--- config.mk ---
export PLATFORM = sky130hd
export DESIGN_NAME = mod_hypothesis_sched
export DESIGN_NICKNAME = d
export VERILOG_FILES = /design/src/rtl/mod_hypothesis_sched.sv
export SDC_FILE = /design/constraint.sdc
export NUM_CORES = 1
export LEC_CHECK = 0
export ABC_CLOCK_PERIOD_IN_PS = 5900
export CORE_UTILIZATION = 45
export DETAILED_ROUTE_END_ITERATION = 7
export PLACE_DENSITY = 0.78
export RECOVER_POWER = 100
export SYNTH_ARGS = -nofsm -noshare
export SYNTH_HDL_FRONTEND = slang
export SYNTH_SLANG_ARGS = --single-unit
--- constraint.sdc ---
create_clock -name clk -period 5.9 [get_ports clk]
set_input_delay 0.59 -clock clk [delete_from_list [all_inputs] [get_ports clk]]
set_output_delay 0.59 -clock clk [all_outputs]
set_load 0.01 [all_outputs]
--- src/rtl/mod_hypothesis_sched.sv ---
// Hypothesis scheduler: runs diff_square_calc over a QPSK window then an 8-PSK window,
// accumulates returned distances and picks the smaller. Optional macro: SCHED_AUTO_RESTART_EN.
module mod_hypothesis_sched #(
  parameter int LOG2_N    = 4,
  parameter int PIPE_SKIP = 3,
  parameter int DRAIN_TMO = 64
) (
  input  logic                clk,
  input  logic                reset_n,
  input  logic                start_i,
  input  logic                sym_val_i,
  output logic                calc_val_o,
  output logic                calc_enable_o,
  output logic [2:0]          calc_mode_o,
  input  logic                calc_valid_i,
  input  logic [15:0]         calc_sqrt_i,
  output logic                busy_o,
  output logic                done_o,
  output logic                err_o,
  output logic [2:0]          mode_det_o,
  output logic [16+LOG2_N-1:0] metric_qpsk_o,
  output logic [16+LOG2_N-1:0] metric_8psk_o
);

  // state  | meaning
  // IDLE   | waiting for start_i
  // RUN    | gating symbols into the calculator for the current hypothesis
  // DRAIN  | no new symbols; collecting outstanding results, bounded by DRAIN_TMO
  // SWITCH | one cycle: move calculator to 8-PSK and restart window counters
  // DECIDE | one cycle: register metrics and decision, pulse done_o

  localparam int N  = 1 << LOG2_N;
  localparam int CW = LOG2_N + 3;
  localparam int MW = 16 + LOG2_N;
  localparam int TW = $clog2(DRAIN_TMO + 1);

  localparam logic [CW-1:0] WIN_LEN   = CW'(N + PIPE_SKIP);
  localparam logic [CW-1:0] WIN_LAST  = CW'(N + PIPE_SKIP - 1);
  localparam logic [CW-1:0] SKIP_LEN  = CW'(PIPE_SKIP);
  localparam logic [TW-1:0] TMO_LOAD  = TW'(DRAIN_TMO - 1);
  localparam logic [2:0]    MODE_QPSK = 3'b001;
  localparam logic [2:0]    MODE_8PSK = 3'b010;

  typedef enum logic [2:0] {
    S_IDLE,
    S_RUN,
    S_DRAIN,
    S_SWITCH,
    S_DECIDE
  } state_t;

  state_t state, state_next;

  logic          hyp;
  logic [CW-1:0] issued;
  logic [CW-1:0] returned;
  logic [TW-1:0] tmo_cnt;
  logic [MW-1:0] acc_qpsk;
  logic [MW-1:0] acc_8psk;

  logic gate;
  logic accept;
  logic keep;
  logic win_full;
  logic tmo_hit;
  logic drain_tmo;
  logic start_run;
  logic restart;
  logic enter_drain;

  always_comb begin
    state_next    = state;
    gate          = 1'b0;
    calc_val_o    = 1'b0;
    calc_enable_o = 1'b0;
    start_run     = 1'b0;
    restart       = 1'b0;
    drain_tmo     = 1'b0;
    enter_drain   = 1'b0;
    win_full      = (returned == WIN_LEN);
    tmo_hit       = (tmo_cnt == '0);

    case (state)
      S_IDLE: begin
        if (start_i) begin
          start_run  = 1'b1;
          state_next = S_RUN;
        end
      end
      S_RUN: begin
        calc_enable_o = 1'b1;
        gate          = sym_val_i;
        calc_val_o    = sym_val_i;
        if (sym_val_i && (issued == WIN_LAST)) begin
          enter_drain = 1'b1;
          state_next  = S_DRAIN;
        end
      end
      S_DRAIN: begin
        calc_enable_o = 1'b1;
        if (win_full) begin
          state_next = hyp ? S_DECIDE : S_SWITCH;
        end else if (tmo_hit) begin
          drain_tmo  = 1'b1;
          state_next = S_DECIDE;
        end
      end
      S_SWITCH: begin
        state_next = S_RUN;
      end
      S_DECIDE: begin
`ifdef SCHED_AUTO_RESTART_EN
        if (start_i) begin
          restart    = 1'b1;
          state_next = S_RUN;
        end else begin
          state_next = S_IDLE;
        end
`else
        state_next = S_IDLE;
`endif
      end
      default: state_next = S_IDLE;
    endcase

    // Results arriving after the window is complete are ignored.
    accept = calc_enable_o && calc_valid_i && !win_full;
    keep   = accept && (returned >= SKIP_LEN);
  end

  always_ff @(posedge clk or negedge reset_n) begin
    if (!reset_n) begin
      state <= S_IDLE;
    end else begin
      state <= state_next;
    end
  end

  always_ff @(posedge clk or negedge reset_n) begin
    if (!reset_n) begin
      hyp           <= 1'b0;
      issued        <= '0;
      returned      <= '0;
      tmo_cnt       <= '0;
      acc_qpsk      <= '0;
      acc_8psk      <= '0;
      calc_mode_o   <= MODE_QPSK;
      busy_o        <= 1'b0;
      done_o        <= 1'b0;
      err_o         <= 1'b0;
      mode_det_o    <= 3'b000;
      metric_qpsk_o <= '0;
      metric_8psk_o <= '0;
    end else begin
      done_o <= 1'b0;

      if (gate) begin
        issued <= issued + 1'b1;
      end

      if (enter_drain) begin
        tmo_cnt <= TMO_LOAD;
      end else if ((state == S_DRAIN) && !tmo_hit) begin
        tmo_cnt <= tmo_cnt - 1'b1;
      end

      if (accept) begin
        returned <= returned + 1'b1;
      end

      if (keep) begin
        if (hyp) begin
          acc_8psk <= acc_8psk + {{LOG2_N{1'b0}}, calc_sqrt_i};
        end else begin
          acc_qpsk <= acc_qpsk + {{LOG2_N{1'b0}}, calc_sqrt_i};
        end
      end

      if (drain_tmo) begin
        err_o <= 1'b1;
      end

      if (state == S_SWITCH) begin
        hyp         <= 1'b1;
        calc_mode_o <= MODE_8PSK;
        issued      <= '0;
        returned    <= '0;
      end

      // Ties resolve to QPSK.
      if (state == S_DECIDE) begin
        metric_qpsk_o <= acc_qpsk;
        metric_8psk_o <= acc_8psk;
        mode_det_o    <= (acc_8psk < acc_qpsk) ? MODE_8PSK : MODE_QPSK;
        done_o        <= 1'b1;
        busy_o        <= 1'b0;
      end

      // A new run overrides the DECIDE busy release when auto-restarting.
      if (start_run || restart) begin
        hyp         <= 1'b0;
        calc_mode_o <= MODE_QPSK;
        issued      <= '0;
        returned    <= '0;
        acc_qpsk    <= '0;
        acc_8psk    <= '0;
        err_o       <= 1'b0;
        busy_o      <= 1'b1;
      end
    end
  end

endmodule

* After elaboration in Yosys (flattened, before gate mapping)
Cells that the tools add are included.
** Storage, ports and cells
- Bits in registers :: 114
- Latch bits :: 0
- Memory bits (writable) :: 0
- ROM bits :: 0
- Logic and storage cells :: 91
- Memories :: 0
** Cells by class
- Add/sub/neg operators :: 5
- $mul :: 0
- Div/mod/pow operators :: 0
- Order comparisons :: 2
- Equality and inequality tests :: 10
- Shifts and indexed selects :: 0
- Multiplexer cells :: 39
- Bitwise gates (word level) :: 0
- Reduce and logical (&&, ||, !) cells :: 21
** Operator list (number)
- $mux W20 :: 6
- $mux W7 :: 8
- $add A20 B16 Y20 :: 2
- $mux W3 :: 7
- $lt A20 B20 Y1 :: 1
- $mux W1 :: 16
- $add A7 B1 Y7 const B :: 2
- $eq A7 B5 Y1 const B :: 2
- $pmux W3 S4 :: 1
- $reduce_bool A2 Y1 :: 6
- $ge A7 B2 Y1 const B :: 1
- $logic_not A7 Y1 :: 1
- $sub A7 B1 Y7 const B :: 1
- $eq A3 B2 Y1 const B :: 2
- $reduce_bool A3 Y1 :: 2
- $logic_and A1 B1 Y1 :: 5
- $ne A2 B2 Y1 const B :: 2
- $reduce_and A2 Y1 :: 2
- $eq A3 B1 Y1 const B :: 1
- $eq A3 B3 Y1 const B :: 1
- $logic_not A3 Y1 :: 1
- $ne A3 B3 Y1 const B :: 1
- $reduce_and A3 Y1 :: 1
- $logic_not A1 Y1 :: 2
- 3 further kinds :: 3

* Depth between registers and ports, before layout
- Depth after elaboration :: 8
- Depth in mapped cells :: 10
- Depth with buffers taken out :: 10

* Worst setup path after synthesis
Ideal clock, no wire load.
- Path type :: input to register
- Start point :: input port calc_sqrt_i[0]
- End point :: register acc_8psk[18]
- Data arrival time :: 2420 ps
- Required time :: 5769 ps
- Path slack :: 3349 ps
- Stages :: 10
- Path buffers :: 0
- Cells stage by stage :: ha_1 -> inv_1 -> fa_1 -> nor2b_1 -> o21ai_1 -> a21oi_1 -> o31ai_1 -> o21ai_1 -> nor2_1 -> or3_1
** On the way
- Cells in the longest elaborated chain, start to end :: 4
** RTL lines
- start: declaration :: RTL line 16 : input logic [15:0] calc_sqrt_i,
- $add A20 B16 Y20 :: RTL line 173 : acc_8psk <= acc_8psk + {{LOG2_N{1'b0}}, calc_sqrt_i};
- $mux W20 :: RTL line 172 : if (hyp) begin
- $mux W20 :: RTL line 171 : if (keep) begin
- $mux W20 :: RTL line 200 : if (start_run || restart) begin
- end signal: assignment :: RTL line 173
- end: declaration :: RTL line 59 : logic [MW-1:0] acc_8psk;
Every way passes these cells. The select of a mux whose other input is x is not followed.
A chain may end at the register's enable or synchronous reset.

==> results.py <==
metrics = {
    "outcome": {
        "outcome": "finished, violations left",
        "violations": "capacitance limit, slew limit",
    },
    "critical_path": {
        "slowest_delay_ps": 1790,
        "rrSetupSlack_ps": 2980,
        "crit_buf_inv": 2,
        "r2r-start": "state[0]",
        "cp.arrival_ps": 3830,
        "crit_slowest_cell": "clkbuf_1",
        "path_class": "in2async",
        "critical_path.endpoint_type": "asynchronous set/reset pin",
        "path_cells": "clkbuf_1, clkbuf_2",
        "required_ps": 6100,
        "critPathMaxFanout": 65,
        "cpLargestDelayFamily": "buffers and inverters",
        "start_kind": "primary input",
        "rr_worst_depth": 6,
        "rr_endpoint": "acc_8psk[16]",
    },
    "min_path": {
        "hold_path_class": "reg2reg",
        "min_from": "metric_8psk_o[5]",
        "timing.hold.worst_endpoint": "metric_8psk_o[5]",
        "hold_depth": 2,
    },
    "logic_synthesis": {
        "synth-seq-cells": 111,
        "ys.flop_type": "dfrtp_1",
        "ys_top_cells_by_area": "dfrtp_1, ha_1, nand2_1",
        "ys_warn_count": 0,
        "synthCells": 742,
        "ys_types": 67,
        "yosysSeqAreaShare_pct": 41.9,
        "synthArstFlopShare_pct": 100,
        "netlist_area_um2": 6630,
        "synth_edf_count": 0,
        "synth_top_area_share_pct": 41.5,
        "synth_top_area_cell": "dfrtp_1",
        "syn_area_per_cell_um2": 8.93,
    },
    "placement": {
        "place.detailed.hpwl_um": 11100,
        "portBuffers": 69,
        "gp_congestion": 0.878,
        "place_inst": 966,
    },
    "final_layout": {
        "syn_to_final_growth_pct": 16.5,
        "drive_gt1_share_pct": 3.74,
        "fin_cells": 982,
        "nets": 876,
        "final_common_cell": "nand2_1",
        "antenna-diode-count": 0,
        "final_cell_mix": "nand2_1, dfrtp_1, o21ai_0, ha_1, dlygate4sd3_1",
        "final_core_util_pct": 54.6,
    },
    "floorplanning": {
        "rows": 43,
        "die_area_um2": 15200,
        "core_um2": 14100,
        "chipWidth_um": 123,
        "ioPinCount": 72,
        "die_y_um": 123,
        "initial_core_util_pct": 46.8,
    },
    "clock_network": {
        "holdBufCountCts": 0,
        "clk_pin_slew_ps": 70,
        "post_cts_resized": 0,
        "root_buffer": "clkbuf_16",
        "insertion_delay_ps": 360,
        "cts_buffers": 9,
        "clock_sinks": 111,
        "htree_levels": 3,
        "cts_buffer_depth": 2,
        "cts_setup_buffers": 0,
        "tritoncts": "yes",
    },
    "global_routing": {
        "gr-total-overflow": 0,
        "antenna_found_initial": 0,
        "track_usage_pct": 21.4,
        "grt_pass1_wl_um": 25100,
        "grt_pass1_vias": 5176,
        "grt_max_degree": 66,
    },
    "pwr": {
        "seqPwrFrac_pct": 35.8,
        "power_density_nw_per_um2": 440,
        "pwr-share-comb_pct": 45.6,
        "total_power_mw": 3.40,
        "max-vdd-ir-drop_v": 0.000202,
        "internal-power_mw": 2.04,
        "clkPwrFrac_pct": 18.6,
        "switching_power_mw": 1.36,
        "power_leakage_nw": 3.79,
        "switching_share_pct": 40.0,
    },
    "routing": {
        "remaining_drc_errors": 0,
        "wire_per_inst_um": 15.1,
        "antenna_left": 0,
        "routed_via_density": 5.52,
        "drtIter0Drc": 375,
        "num_vias": 5416,
        "routed_wl_um": 14900,
        "drt_first_pass_iters": 7,
    },
    "timing": {
        "post-route-period-util_pct": 61.5,
        "tns_ps": 0,
        "fin_crit_ps": 3630,
        "hold_viol": 0,
        "setup_viol": 0,
        "maxSlewViolCount": 158,
        "finalClockSkew_ps": 5.88,
        "rsz0062_at_grt": "no",
        "tightest_slew_ps": 2570,
        "slew_headroom_pct": -71.3,
        "fmax_mhz": 276,
    },
    "flow_run": {
        "drv_cap": 3,
    },
}
[tightest hold or removal path, cell delays in order, from the launching register on]
cell and delay, ps:
dfrtp_1 340, nand2_1 50, nand2_1 50
[synthesized netlist by cell type (all sizes together), types with 2 or more instances]
library cell and count:
nand2 134, dfrtp 110, o21ai 63, ha 56, nor2 48, nand3 44, a21oi 38, inv 33
xor2 26, clkbuf 21, a21o 19, nand4 18, xnor2 17, nor2b 9, nor3 9, buf 8
nor4 8, nand2b 7, or3 5, a211o 4, a211oi 4, and3 4, mux2i 4, o21bai 4
a31oi 3, and2 3, nor3b 3, o22ai 3, a2111oi 2, a21boi 2, a311o 2, fa 2
nand4b 2, o211ai 2, o21a 2, o31ai 2, or2 2
[final cells by class]
type                       instances  area, µm²
fill                            1268       6430
multi-input combinational        570       3590
sequential                       111       2780
timing repair buffer              72        701
clock buffer                       9        225
tap                              180        225
inverter                          33        124
clock inverter                     7       77.6
[cells by family (layout without fill, tap and decap cells)]
family,after synthesis,after routing,synth area share [%]
compound gates,161,161,15.1
xor+xnor,43,43,5.80
fa+ha+maj,58,58,11.2
buf+inv,62,121,3.83
flops,111,111,41.9
mux,4,4,0.604
other cells,1,2,0.0566
simple gates,302,302,21.5
[power groups by stage]
stage / sequential [mW] / clock, mW / combinational, mW
after floorplan: 1.21 / 0 / 1.07
final: 1.22 / 0.632 / 1.55
after CTS: 1.22 / 0.642 / 1.60
after detailed placement: 1.24 / 0 / 1.59
after global placement: 1.23 / 0 / 1.54
after global routing: 1.25 / 0.670 / 1.76
[flip-flops by register name, indices dropped and copies added (netlist names), 2 cells and up]
register / count
tmo_cnt: 7
acc_8psk: 20
metric_qpsk_o: 20
issued: 7
metric_8psk_o: 20
state: 3
acc_qpsk: 20
calc_mode_o: 2
returned: 7
mode_det_o: 2
[how the worst max path moves through the flow]
stage / start / endpoint / slack (ps) / cells past startpoint
after floorplan: calc_sqrt_i[0] / acc_8psk[18] / 3350 / 10
after global placement: calc_sqrt_i[0] / acc_8psk[18] / 2570 / 11
after detailed placement: calc_sqrt_i[0] / acc_8psk[18] / 2530 / 11
after CTS: calc_sqrt_i[0] / acc_8psk[18] / 2890 / 11
after global routing: reset_n / metric_8psk_o[17] / 1430 / 2
final: reset_n / metric_8psk_o[17] / 2270 / 2
[through the flow]
stage               hold slack (ps)  cell area (µm²)  worst slack (ps)
floorplan                       294             6630              3350
global placement                459             7440              2570
detailed placement              462             7440              2530
CTS                             253             7740              2890
global route                    499             7720              1430
finish                          470             7720              2270
[routing by layer]
metal	wire, µm	global-route usage [%]	vias to the layer above
met4	308	8.43	0
met2	6660	32.8	126
met3	679	3.46	22
met1	7210	30.1	2562
li1	-	-	2706
met5	0	0	-
No activity file was read; power rests on OpenSTA's default activity.
